==> config.mk <==
export PLATFORM = sky130hd
export DESIGN_NAME = dram_req_sched_flat
export DESIGN_NICKNAME = d
export VERILOG_FILES = /design/src/rtl/dram_pkg.sv /design/src/rtl/dram_req_sched_if.sv /design/src/rtl/dram_req_fifo.sv /design/src/rtl/dram_req_sched.sv /design/src/flat_wrapper.sv
export SDC_FILE = /design/constraint.sdc
export NUM_CORES = 1
export LEC_CHECK = 0
export BUFFER_PORTS_ARGS = -buffer_cell sky130_fd_sc_hd__clkbuf_2
export CAP_MARGIN = 5
export CORE_ASPECT_RATIO = 0.75
export CORE_MARGIN = 8
export CORE_UTILIZATION = 35
export DETAILED_ROUTE_END_ITERATION = 6
export PLACE_DENSITY = 0.55
export SYNTH_ARGS = -nofsm -noshare
export SYNTH_HDL_FRONTEND = slang
export SYNTH_SLANG_ARGS = --single-unit
==> constraint.sdc <==
create_clock -name clk -period 8.2 [get_ports clk]
set_input_delay 1.64 -clock clk [delete_from_list [all_inputs] [get_ports clk]]
set_output_delay 1.64 -clock clk [all_outputs]
set_load 0.1 [all_outputs]
==> src/rtl/dram_pkg.sv <==
// Shared types and command encodings for the DRAM request scheduler.
package dram_pkg;

  typedef enum logic [2:0] {
    S_IDLE,
    S_ACT,
    S_RCD_WAIT,
    S_COL,
    S_CAS_WAIT,
    S_REF,
    S_RFC_WAIT
  } state_t;

  localparam logic [14:0] REF_ADDR15 = 15'h700f;
  localparam logic        REF_CS0    = 1'b1;

  // Mode-register command bases, reserved for the register access path.
  localparam logic [14:0] RDREG_CODE = 15'h7e00;
  localparam logic [14:0] WRREG_CODE = 15'h7f00;

  localparam int CS_BIT  = 25;
  localparam int ROW_MSB = 24;
  localparam int ROW_LSB = 10;
  localparam int COL_MSB = 9;
  localparam int COL_LSB = 0;

endpackage

==> src/rtl/dram_req_sched_if.sv <==
// Request bus and channel command bus between the memory bus and the scheduler.
interface dram_req_sched_if #(
  parameter int ADDR_W  = 26,
  parameter int BUSID_W = 9,
  parameter int DATA_W  = 64
);
  logic               req_en;
  logic               req_wr;
  logic [ADDR_W-1:0]  req_addr;
  logic [BUSID_W-1:0] req_busID;
  logic [DATA_W-1:0]  req_dataW;
  logic               req_stall;
  logic               req_ovf;
  logic               RAS;
  logic               CAS;
  logic               CS0;
  logic [14:0]        ADDR15;
  logic               cmd_wr;
  logic [BUSID_W-1:0] cmd_busID;
  logic [DATA_W-1:0]  cmd_dataW;
  logic               busy;

  modport master (
    output req_en, req_wr, req_addr, req_busID, req_dataW,
    input  req_stall, req_ovf, RAS, CAS, CS0, ADDR15,
    input  cmd_wr, cmd_busID, cmd_dataW, busy
  );

  modport slave (
    input  req_en, req_wr, req_addr, req_busID, req_dataW,
    output req_stall, req_ovf, RAS, CAS, CS0, ADDR15,
    output cmd_wr, cmd_busID, cmd_dataW, busy
  );
endinterface

==> src/rtl/dram_req_fifo.sv <==
// Request FIFO with a registered full flag and a sticky overflow flag.
module dram_req_fifo #(
  parameter int DEPTH = 4,
  parameter int WIDTH = 100
) (
  input  logic             clk,
  input  logic             rst,
  input  logic             push,
  input  logic [WIDTH-1:0] din,
  input  logic             pop,
  output logic [WIDTH-1:0] dout,
  output logic             empty,
  output logic             full,
  output logic             ovf
);
  localparam int              PTR_W    = $clog2(DEPTH);
  localparam logic [PTR_W:0]  FULL_CNT = (PTR_W+1)'(DEPTH);

  logic [WIDTH-1:0] mem [DEPTH];
  logic [PTR_W-1:0] wr_ptr, rd_ptr;
  logic [PTR_W:0]   count, count_next;
  logic             do_push, do_pop;

  assign do_push = push & ~full;
  assign do_pop  = pop & ~empty;
  assign empty   = (count == '0);
  assign dout    = mem[rd_ptr];

  always_comb begin
    count_next = count;
    if (do_push && !do_pop)      count_next = count + 1'b1;
    else if (do_pop && !do_push) count_next = count - 1'b1;
  end

  // NOTE: storage has no reset; only pointers and count define validity.
  always_ff @(posedge clk) begin
    if (do_push) mem[wr_ptr] <= din;
  end

  always_ff @(posedge clk or posedge rst) begin
    if (rst) begin
      wr_ptr <= '0;
      rd_ptr <= '0;
      count  <= '0;
      full   <= 1'b0;
      ovf    <= 1'b0;
    end else begin
      if (do_push) wr_ptr <= wr_ptr + 1'b1;
      if (do_pop)  rd_ptr <= rd_ptr + 1'b1;
      count <= count_next;
      full  <= (count_next == FULL_CNT);
      if (push && full) ovf <= 1'b1;
    end
  end

endmodule

==> src/rtl/dram_req_sched.sv <==
// Request scheduler: queues bus requests, issues ACT/CAS pairs and periodic refresh.
module dram_req_sched
  import dram_pkg::*;
#(
  parameter int DEPTH      = 4,
  parameter int ADDR_W     = 26,
  parameter int BUSID_W    = 9,
  parameter int DATA_W     = 64,
  parameter int T_RAS2CAS  = 8,
  parameter int T_CAS2DONE = 40,
  parameter int T_REFI     = 3120,
  parameter int T_RFC      = 40
) (
  input logic             clk,
  input logic             rst,
  dram_req_sched_if.slave bus
);
  localparam int ENTRY_W = 1 + ADDR_W + BUSID_W + DATA_W;
  localparam int CNT_W   = 16;
  localparam int RC_W    = $clog2(T_REFI + 1);

  localparam logic [CNT_W-1:0] LD_RCD = CNT_W'(T_RAS2CAS - 2);
  localparam logic [CNT_W-1:0] LD_CAS = CNT_W'(T_CAS2DONE - 2);
  localparam logic [CNT_W-1:0] LD_RFC = CNT_W'(T_RFC - 2);

  state_t             state, state_next;
  logic [CNT_W-1:0]   wait_cnt, cnt_next;
  logic [RC_W-1:0]    ref_cnt;
  logic               refresh_pend;

  logic [ENTRY_W-1:0] fifo_dout;
  logic               fifo_empty, fifo_pop;
  logic               head_wr;
  logic [ADDR_W-1:0]  head_addr;
  logic [BUSID_W-1:0] head_id;
  logic [DATA_W-1:0]  head_data;

  logic               cur_cs, cur_wr;
  logic [14:0]        cur_row;
  logic [9:0]         cur_col;
  logic [BUSID_W-1:0] cur_id;
  logic [DATA_W-1:0]  cur_data;

  logic               ras, cas, cs0;
  logic [14:0]        addr15;
  logic               cmd_wr;
  logic [BUSID_W-1:0] cmd_id;
  logic [DATA_W-1:0]  cmd_data;

  dram_req_fifo #(.DEPTH(DEPTH), .WIDTH(ENTRY_W)) u_fifo (
    .clk   (clk),
    .rst   (rst),
    .push  (bus.req_en),
    .din   ({bus.req_wr, bus.req_addr, bus.req_busID, bus.req_dataW}),
    .pop   (fifo_pop),
    .dout  (fifo_dout),
    .empty (fifo_empty),
    .full  (bus.req_stall),
    .ovf   (bus.req_ovf)
  );

  assign {head_wr, head_addr, head_id, head_data} = fifo_dout;

  // Refresh interval timer; a pending refresh outranks queued requests.
  always_ff @(posedge clk or posedge rst) begin
    if (rst) begin
      ref_cnt      <= RC_W'(T_REFI);
      refresh_pend <= 1'b0;
    end else begin
      if (state == S_REF) refresh_pend <= 1'b0;
      if (ref_cnt == '0) begin
        refresh_pend <= 1'b1;
        ref_cnt      <= RC_W'(T_REFI);
      end else begin
        ref_cnt <= ref_cnt - 1'b1;
      end
    end
  end

  always_ff @(posedge clk or posedge rst) begin
    if (rst) begin
      state    <= S_IDLE;
      wait_cnt <= '0;
    end else begin
      state    <= state_next;
      wait_cnt <= cnt_next;
    end
  end

  // NOTE: every always_comb output gets a default first so no latch is inferred.
  always_comb begin
    state_next = state;
    cnt_next   = wait_cnt;
    fifo_pop   = 1'b0;
    case (state)
      S_IDLE: begin
        if (refresh_pend) begin
          state_next = S_REF;
        end else if (!fifo_empty) begin
          state_next = S_ACT;
          fifo_pop   = 1'b1;
        end
      end
      S_ACT: begin
        state_next = S_RCD_WAIT;
        cnt_next   = LD_RCD;
      end
      S_RCD_WAIT: begin
        if (wait_cnt == '0) state_next = S_COL;
        else                cnt_next   = wait_cnt - 1'b1;
      end
      S_COL: begin
        state_next = S_CAS_WAIT;
        cnt_next   = LD_CAS;
      end
      S_CAS_WAIT: begin
        if (wait_cnt == '0) state_next = S_IDLE;
        else                cnt_next   = wait_cnt - 1'b1;
      end
      S_REF: begin
        state_next = S_RFC_WAIT;
        cnt_next   = LD_RFC;
      end
      S_RFC_WAIT: begin
        if (wait_cnt == '0) state_next = S_IDLE;
        else                cnt_next   = wait_cnt - 1'b1;
      end
      default: state_next = S_IDLE;
    endcase
  end

  always_ff @(posedge clk or posedge rst) begin
    if (rst) begin
      {cur_cs, cur_row, cur_col, cur_wr, cur_id, cur_data} <= '0;
    end else if (fifo_pop) begin
      cur_cs   <= head_addr[CS_BIT];
      cur_row  <= head_addr[ROW_MSB:ROW_LSB];
      cur_col  <= head_addr[COL_MSB:COL_LSB];
      cur_wr   <= head_wr;
      cur_id   <= head_id;
      cur_data <= head_data;
    end
  end

  // Loaded on entry to COL so they are valid with CAS and hold afterwards.
  always_ff @(posedge clk or posedge rst) begin
    if (rst) begin
      cmd_wr   <= 1'b0;
      cmd_id   <= '0;
      cmd_data <= '0;
    end else if (state == S_RCD_WAIT && wait_cnt == '0) begin
      cmd_wr   <= cur_wr;
      cmd_id   <= cur_id;
      cmd_data <= cur_data;
    end
  end

  always_comb begin
    ras    = 1'b0;
    cas    = 1'b0;
    cs0    = 1'b0;
    addr15 = '0;
    case (state)
      S_ACT: begin
        ras    = 1'b1;
        cs0    = cur_cs;
        addr15 = cur_row;
      end
      S_COL: begin
        cas    = 1'b1;
        cs0    = cur_cs;
        addr15 = {5'b0, cur_col};
      end
      S_REF: begin
        ras    = 1'b1;
        cas    = 1'b1;
        cs0    = REF_CS0;
        addr15 = REF_ADDR15;
      end
      default: ;
    endcase
  end

  assign bus.RAS       = ras;
  assign bus.CAS       = cas;
  assign bus.CS0       = cs0;
  assign bus.ADDR15    = addr15;
  assign bus.cmd_wr    = cmd_wr;
  assign bus.cmd_busID = cmd_id;
  assign bus.cmd_dataW = cmd_data;
  assign bus.busy      = (state != S_IDLE) || !fifo_empty;

endmodule
==> src/flat_wrapper.sv <==
// flat-port wrapper written by rule: the top's interface ports become plain ports
module dram_req_sched_flat import dram_pkg::*;
#(
  parameter int DEPTH      = 4,
  parameter int ADDR_W     = 26,
  parameter int BUSID_W    = 9,
  parameter int DATA_W     = 64,
  parameter int T_RAS2CAS  = 8,
  parameter int T_CAS2DONE = 40,
  parameter int T_REFI     = 3120,
  parameter int T_RFC      = 40
)
  (clk, rst, bus_req_en, bus_req_wr, bus_req_addr, bus_req_busID, bus_req_dataW, bus_req_stall, bus_req_ovf, bus_RAS, bus_CAS, bus_CS0, bus_ADDR15, bus_cmd_wr, bus_cmd_busID, bus_cmd_dataW, bus_busy);
  dram_req_sched_if #(.ADDR_W(ADDR_W), .BUSID_W(BUSID_W), .DATA_W(DATA_W)) bus_i ();
  input logic clk;
  input logic rst;
  input wire logic [$bits(bus_i.req_en)-1:0] bus_req_en;
  input wire logic [$bits(bus_i.req_wr)-1:0] bus_req_wr;
  input wire logic [$bits(bus_i.req_addr)-1:0] bus_req_addr;
  input wire logic [$bits(bus_i.req_busID)-1:0] bus_req_busID;
  input wire logic [$bits(bus_i.req_dataW)-1:0] bus_req_dataW;
  output wire logic [$bits(bus_i.req_stall)-1:0] bus_req_stall;
  output wire logic [$bits(bus_i.req_ovf)-1:0] bus_req_ovf;
  output wire logic [$bits(bus_i.RAS)-1:0] bus_RAS;
  output wire logic [$bits(bus_i.CAS)-1:0] bus_CAS;
  output wire logic [$bits(bus_i.CS0)-1:0] bus_CS0;
  output wire logic [$bits(bus_i.ADDR15)-1:0] bus_ADDR15;
  output wire logic [$bits(bus_i.cmd_wr)-1:0] bus_cmd_wr;
  output wire logic [$bits(bus_i.cmd_busID)-1:0] bus_cmd_busID;
  output wire logic [$bits(bus_i.cmd_dataW)-1:0] bus_cmd_dataW;
  output wire logic [$bits(bus_i.busy)-1:0] bus_busy;
  assign bus_i.req_en = bus_req_en;
  assign bus_i.req_wr = bus_req_wr;
  assign bus_i.req_addr = bus_req_addr;
  assign bus_i.req_busID = bus_req_busID;
  assign bus_i.req_dataW = bus_req_dataW;
  assign bus_req_stall = bus_i.req_stall;
  assign bus_req_ovf = bus_i.req_ovf;
  assign bus_RAS = bus_i.RAS;
  assign bus_CAS = bus_i.CAS;
  assign bus_CS0 = bus_i.CS0;
  assign bus_ADDR15 = bus_i.ADDR15;
  assign bus_cmd_wr = bus_i.cmd_wr;
  assign bus_cmd_busID = bus_i.cmd_busID;
  assign bus_cmd_dataW = bus_i.cmd_dataW;
  assign bus_busy = bus_i.busy;
  dram_req_sched #(.DEPTH(DEPTH), .ADDR_W(ADDR_W), .BUSID_W(BUSID_W), .DATA_W(DATA_W), .T_RAS2CAS(T_RAS2CAS), .T_CAS2DONE(T_CAS2DONE), .T_REFI(T_REFI), .T_RFC(T_RFC)) u_core (.clk(clk), .rst(rst), .bus(bus_i));
endmodule
==> out/results.env <==
RUN_STATUS='finished, final reports clean'
FLOORPLAN.INITIALDENSITY_PCT=35.3
GRT_PASS1_VIAS=11800
CTS_SETUP_BUFFERS=0
DRIVE_GT1_SHARE_PCT=41.4
DIODES=0
MAX_SLEW_VIO_COUNT=0
MIN_DELAY_WORST_ENDPOINT='u_core.u_fifo.ovf$_DFFE_PP0P_'
WORST_PATH_MAX_DELAY_CELL='sky130_fd_sc_hd__dfrtp_1'
ROWS=82
TRITONCTS.NUM_BUFFERS=66
SYNTH.AVG_CELL_AREA_SQ_UM=20.2
WL_MM=48.9
TOP_LEVEL_PORTS=198
ANT_NETS=0
YOSYS.CELL_TYPES.COUNT=53
POWER.STATIC_LEAKAGE_uW=0.0105
SYNTHMOSTINSTANTIATEDCELL='sky130_fd_sc_hd__edfxtp_1'
HOLD_PATH_STARTPOINT='u_core.u_fifo.ovf$_DFFE_PP0P_'
DRV_CAP=0
DOMINANTREGCELLSYNTH='sky130_fd_sc_hd__edfxtp_1'
WORST_PIN_SLEW_NS=0.997
PLACEMENT.IO_BUFFERS=197
FINALSETUPVIOLATIONS=0
CRITPATHKIND='register to output pin'
MIN_DELAY_PATH_DEPTH=1
DETAILED_PLACE_HPWL_MM=29.1
WORSTPATHMAXFANOUT=25
NUM_VIAS=11100
SYNTH_CELLS=1163
GRT_SETUP_UNREPAIRED='false'
CTS-HTREE-LEVELS=3
DIE_AREA_SQ_UM=75700
WIRE_PER_INST_UM=21.0
TIMING.REG2REG.SETUP_SLACK_NS=4.71
ANTENNA_VIOLATIONS_BEFORE_REPAIR=9
YOSYSWARNINGCOUNT=0
YS_FF_LATCH=615
CTS.HOLD.BUFFERS_ADDED=0
POWER.DENSITY_nW_PER_UM2=264
WORSTHOLDPATHTYPE='register to register'
SYNTH_AREA_LEADERS='sky130_fd_sc_hd__edfxtp_1 51%, sky130_fd_sc_hd__dfrtp_1 22%, sky130_fd_sc_hd__mux4_2 9.6%'
AVERAGE_VIAS_PER_PLACED_INSTANCE=4.76
CLOCK_PIN_SLEW_ON_THE_WORST_SETUP_AND_HOLD_PATHS_NS=0.06
GLOBAL_ROUTE.OVERFLOW_TOTAL=0
SYNTH-EDFF-COUNT=400
SYNTH_SEQUENTIAL_AREA_RATIO_PCT=74.1
CTS-ROOT-TO-SINK-BUFFERS=3
POSTLAYOUTCOREUTIL_PCT=41.3
WORST_R2R_ENDPOINT='u_core.cur_row[3]$_DFFE_PP0N_'
FINISH.NET_COUNT=1501
CLOCK_SINKS=615
CORE_AREA_SQ_UM=66600
WORST_SETUP_PATH_START_KIND='register'
FINALHOLDVIOLATIONS=0
DIE-WIDTH_UM=315
SYNTH_AREA_LEADER_CELL='sky130_fd_sc_hd__edfxtp_1'
DIE_HEIGHT_UM=240
CRIT_PATH_CELL_TRACE='nand2b_1 > inv_1 > and3_1 > clkbuf_2'
DRT-INITIAL-DRC-COUNT=636
WORST-ENDPOINT-REQUIRED_NS=6.56
FINAL_CYCLE_SHARE_PCT=50.4
TIMING.FINAL.CRIT_PERIOD_NS=4.13
INSERTION_DELAY_NS=0.59
GLOBALROUTETOTALUTIL_PCT=13.0
CTS_ROOT_BUF='sky130_fd_sc_hd__clkbuf_16'
POSTSYNTHNETCOUNT=1276
SETUP_TNS_NS=0
SYN2LAYOUT_AREA_GROWTH_PCT=17.2
GRT_PASS1_WL_MM=74.7
WORSTSETUPENDPOINTTYPE='output pin'
WORST-R2R-CELL-COUNT=4
SYNTH_TOP_AREA_SHARE_PCT=51.2
ARRIVAL_NS=2.49
FIN_WORST_HOLD_SLACK_NS=0.459
CTS_TREE='done'
WORST_R2R_STARTPOINT='u_core.state[1]$_DFFE_PP0P_'
MAX_SLEW_MARGIN_PCT=33.5
SKEW_NS=0.0219
SYNTH-ASYNC-RESET-RATIO_PCT=35.0
MAPPEDNETLISTAREA_SQ_UM=23500
POST_CTS_RESIZED=0
DRC_ERRORS=0
PLACE.GP.CONGESTION=0.721
IR_WORST_VDD_uV=133
DETAILEDROUTE.FIRSTPASSITERATIONCOUNT=5
CPPEAKSTAGEDELAY_NS=0.97
MAXIMUM_NUMBER_OF_PINS_ON_ONE_NET_BEFORE_GLOBAL_ROUTE_REPAIR=113
SYNTH.TOP_CELLS.BY_COUNT='400 x sky130_fd_sc_hd__edfxtp_1, 211 x sky130_fd_sc_hd__dfrtp_1, 114 x sky130_fd_sc_hd__mux2_2'
FMAX_MHz=242
[final cells by class]
| cell class | instances | area, sq um |
|---|---|---|
| Fill cell | 5919 | 39100 |
| Clock inverter | 34 | 313 |
| Clock buffer | 87 | 1770 |
| Sequential cell | 615 | 17400 |
| Multi-Input combinational cell | 478 | 5770 |
| Inverter | 17 | 71.3 |
| Tap cell | 882 | 1100 |
| Timing Repair Buffer | 210 | 1080 |
[per-stage QoR]
| step | instance area [sq um] | std cells | total power [uW] | worst slack (ns) |
|---|---|---|---|---|
| final | 27500 | 2323 | 7250 | 4.07 |
| after CTS | 27500 | 2323 | 7390 | 4.04 |
| after floorplan | 23500 | 1163 | 4250 | 0.687 |
| after global placement | 25400 | 2202 | 4450 | 3.64 |
| after detailed placement | 25400 | 2202 | 4480 | 3.57 |
| after global routing | 27500 | 2323 | 7560 | 3.91 |
[worst max-delay path: cells and delay by family (launching register included)]
family,cells,cell delay [ns]
flip-flops,1,0.97
AND/OR/NAND/NOR,2,0.48
buffers and inverters,2,0.45
[power by group]
group | switching (uW) | internal [uW] | total [uW]
Sequential | 71.2 | 3740 | 3810
Combinational | 396 | 175 | 571
Clock | 1210 | 1660 | 2870
Total | 1680 | 5580 | 7250
[placed cells by master, fill, tap and decap left out, types with 12 or more instances in the layout]
| master | instances |
|---|---|
| sky130_fd_sc_hd__mux4_2 | 100 |
| sky130_fd_sc_hd__clkinv_2 | 12 |
| sky130_fd_sc_hd__dfrtp_1 | 209 |
| sky130_fd_sc_hd__xor2_1 | 16 |
| sky130_fd_sc_hd__clkbuf_1 | 17 |
| sky130_fd_sc_hd__clkbuf_16 | 66 |
| sky130_fd_sc_hd__nor2_1 | 48 |
| sky130_fd_sc_hd__inv_1 | 16 |
| sky130_fd_sc_hd__mux2_4 | 60 |
| sky130_fd_sc_hd__edfxtp_1 | 400 |
| sky130_fd_sc_hd__clkbuf_2 | 197 |
| sky130_fd_sc_hd__buf_4 | 13 |
| sky130_fd_sc_hd__mux2_2 | 114 |
| sky130_fd_sc_hd__nand2_1 | 15 |
[cell families (layout without fill, tap and decap cells)]
group / after synthesis / after routing / synth area share (%)
XOR/XNOR: 25 / 25 / 0.933
AO/OA/AOI/OAI: 39 / 39 / 1.08
AND/OR/NAND/NOR: 122 / 122 / 2.68
adder cells (fa/ha/maj): 11 / 11 / 0.576
multiplexers: 281 / 281 / 19.2
buffers and inverters: 70 / 348 / 1.44
flip-flops: 615 / 615 / 74.1
[registers in the layout, indices dropped and copies added, names as in the netlist, 9 cells and up]
| name | flops |
|---|---|
| u_core.u_fifo.mem | 400 |
| u_core.bus.cmd_dataW | 64 |
| u_core.cur_data | 64 |
| u_core.wait_cnt | 16 |
| u_core.cur_row | 15 |
| u_core.ref_cnt | 12 |
| u_core.cur_col | 10 |
| u_core.bus.cmd_busID | 9 |
| u_core.cur_id | 9 |
[metal layers]
layer / vias up / track usage [%] / share of wire, % / routed length, um
li1: 4998 / - / - / -
met1: 5754 / 17.8 / 46 / 22600
met2: 203 / 20.1 / 46 / 22600
met3: 85 / 3.66 / 5.4 / 2630
met4: 16 / 3.85 / 2.1 / 1010
met5: - / 0 / 0.21 / 102
[how the worst max path moves through the flow]
stage / startpoint / end
2_1_floorplan: rst / u_core.bus.cmd_busID[0]$_DFFE_PP0P_
3_3_place_gp: bus_req_en / u_core.u_fifo.mem[0][89]$_DFFE_PP_
3_5_place_dp: bus_req_en / u_core.u_fifo.mem[0][89]$_DFFE_PP_
4_1_cts: u_core.state[1]$_DFFE_PP0P_ / bus_ADDR15[10]
5_1_grt: u_core.state[1]$_DFFE_PP0P_ / bus_ADDR15[10]
6_report: u_core.state[1]$_DFFE_PP0P_ / bus_ADDR15[10]
No activity file was read; power rests on OpenSTA's default activity.
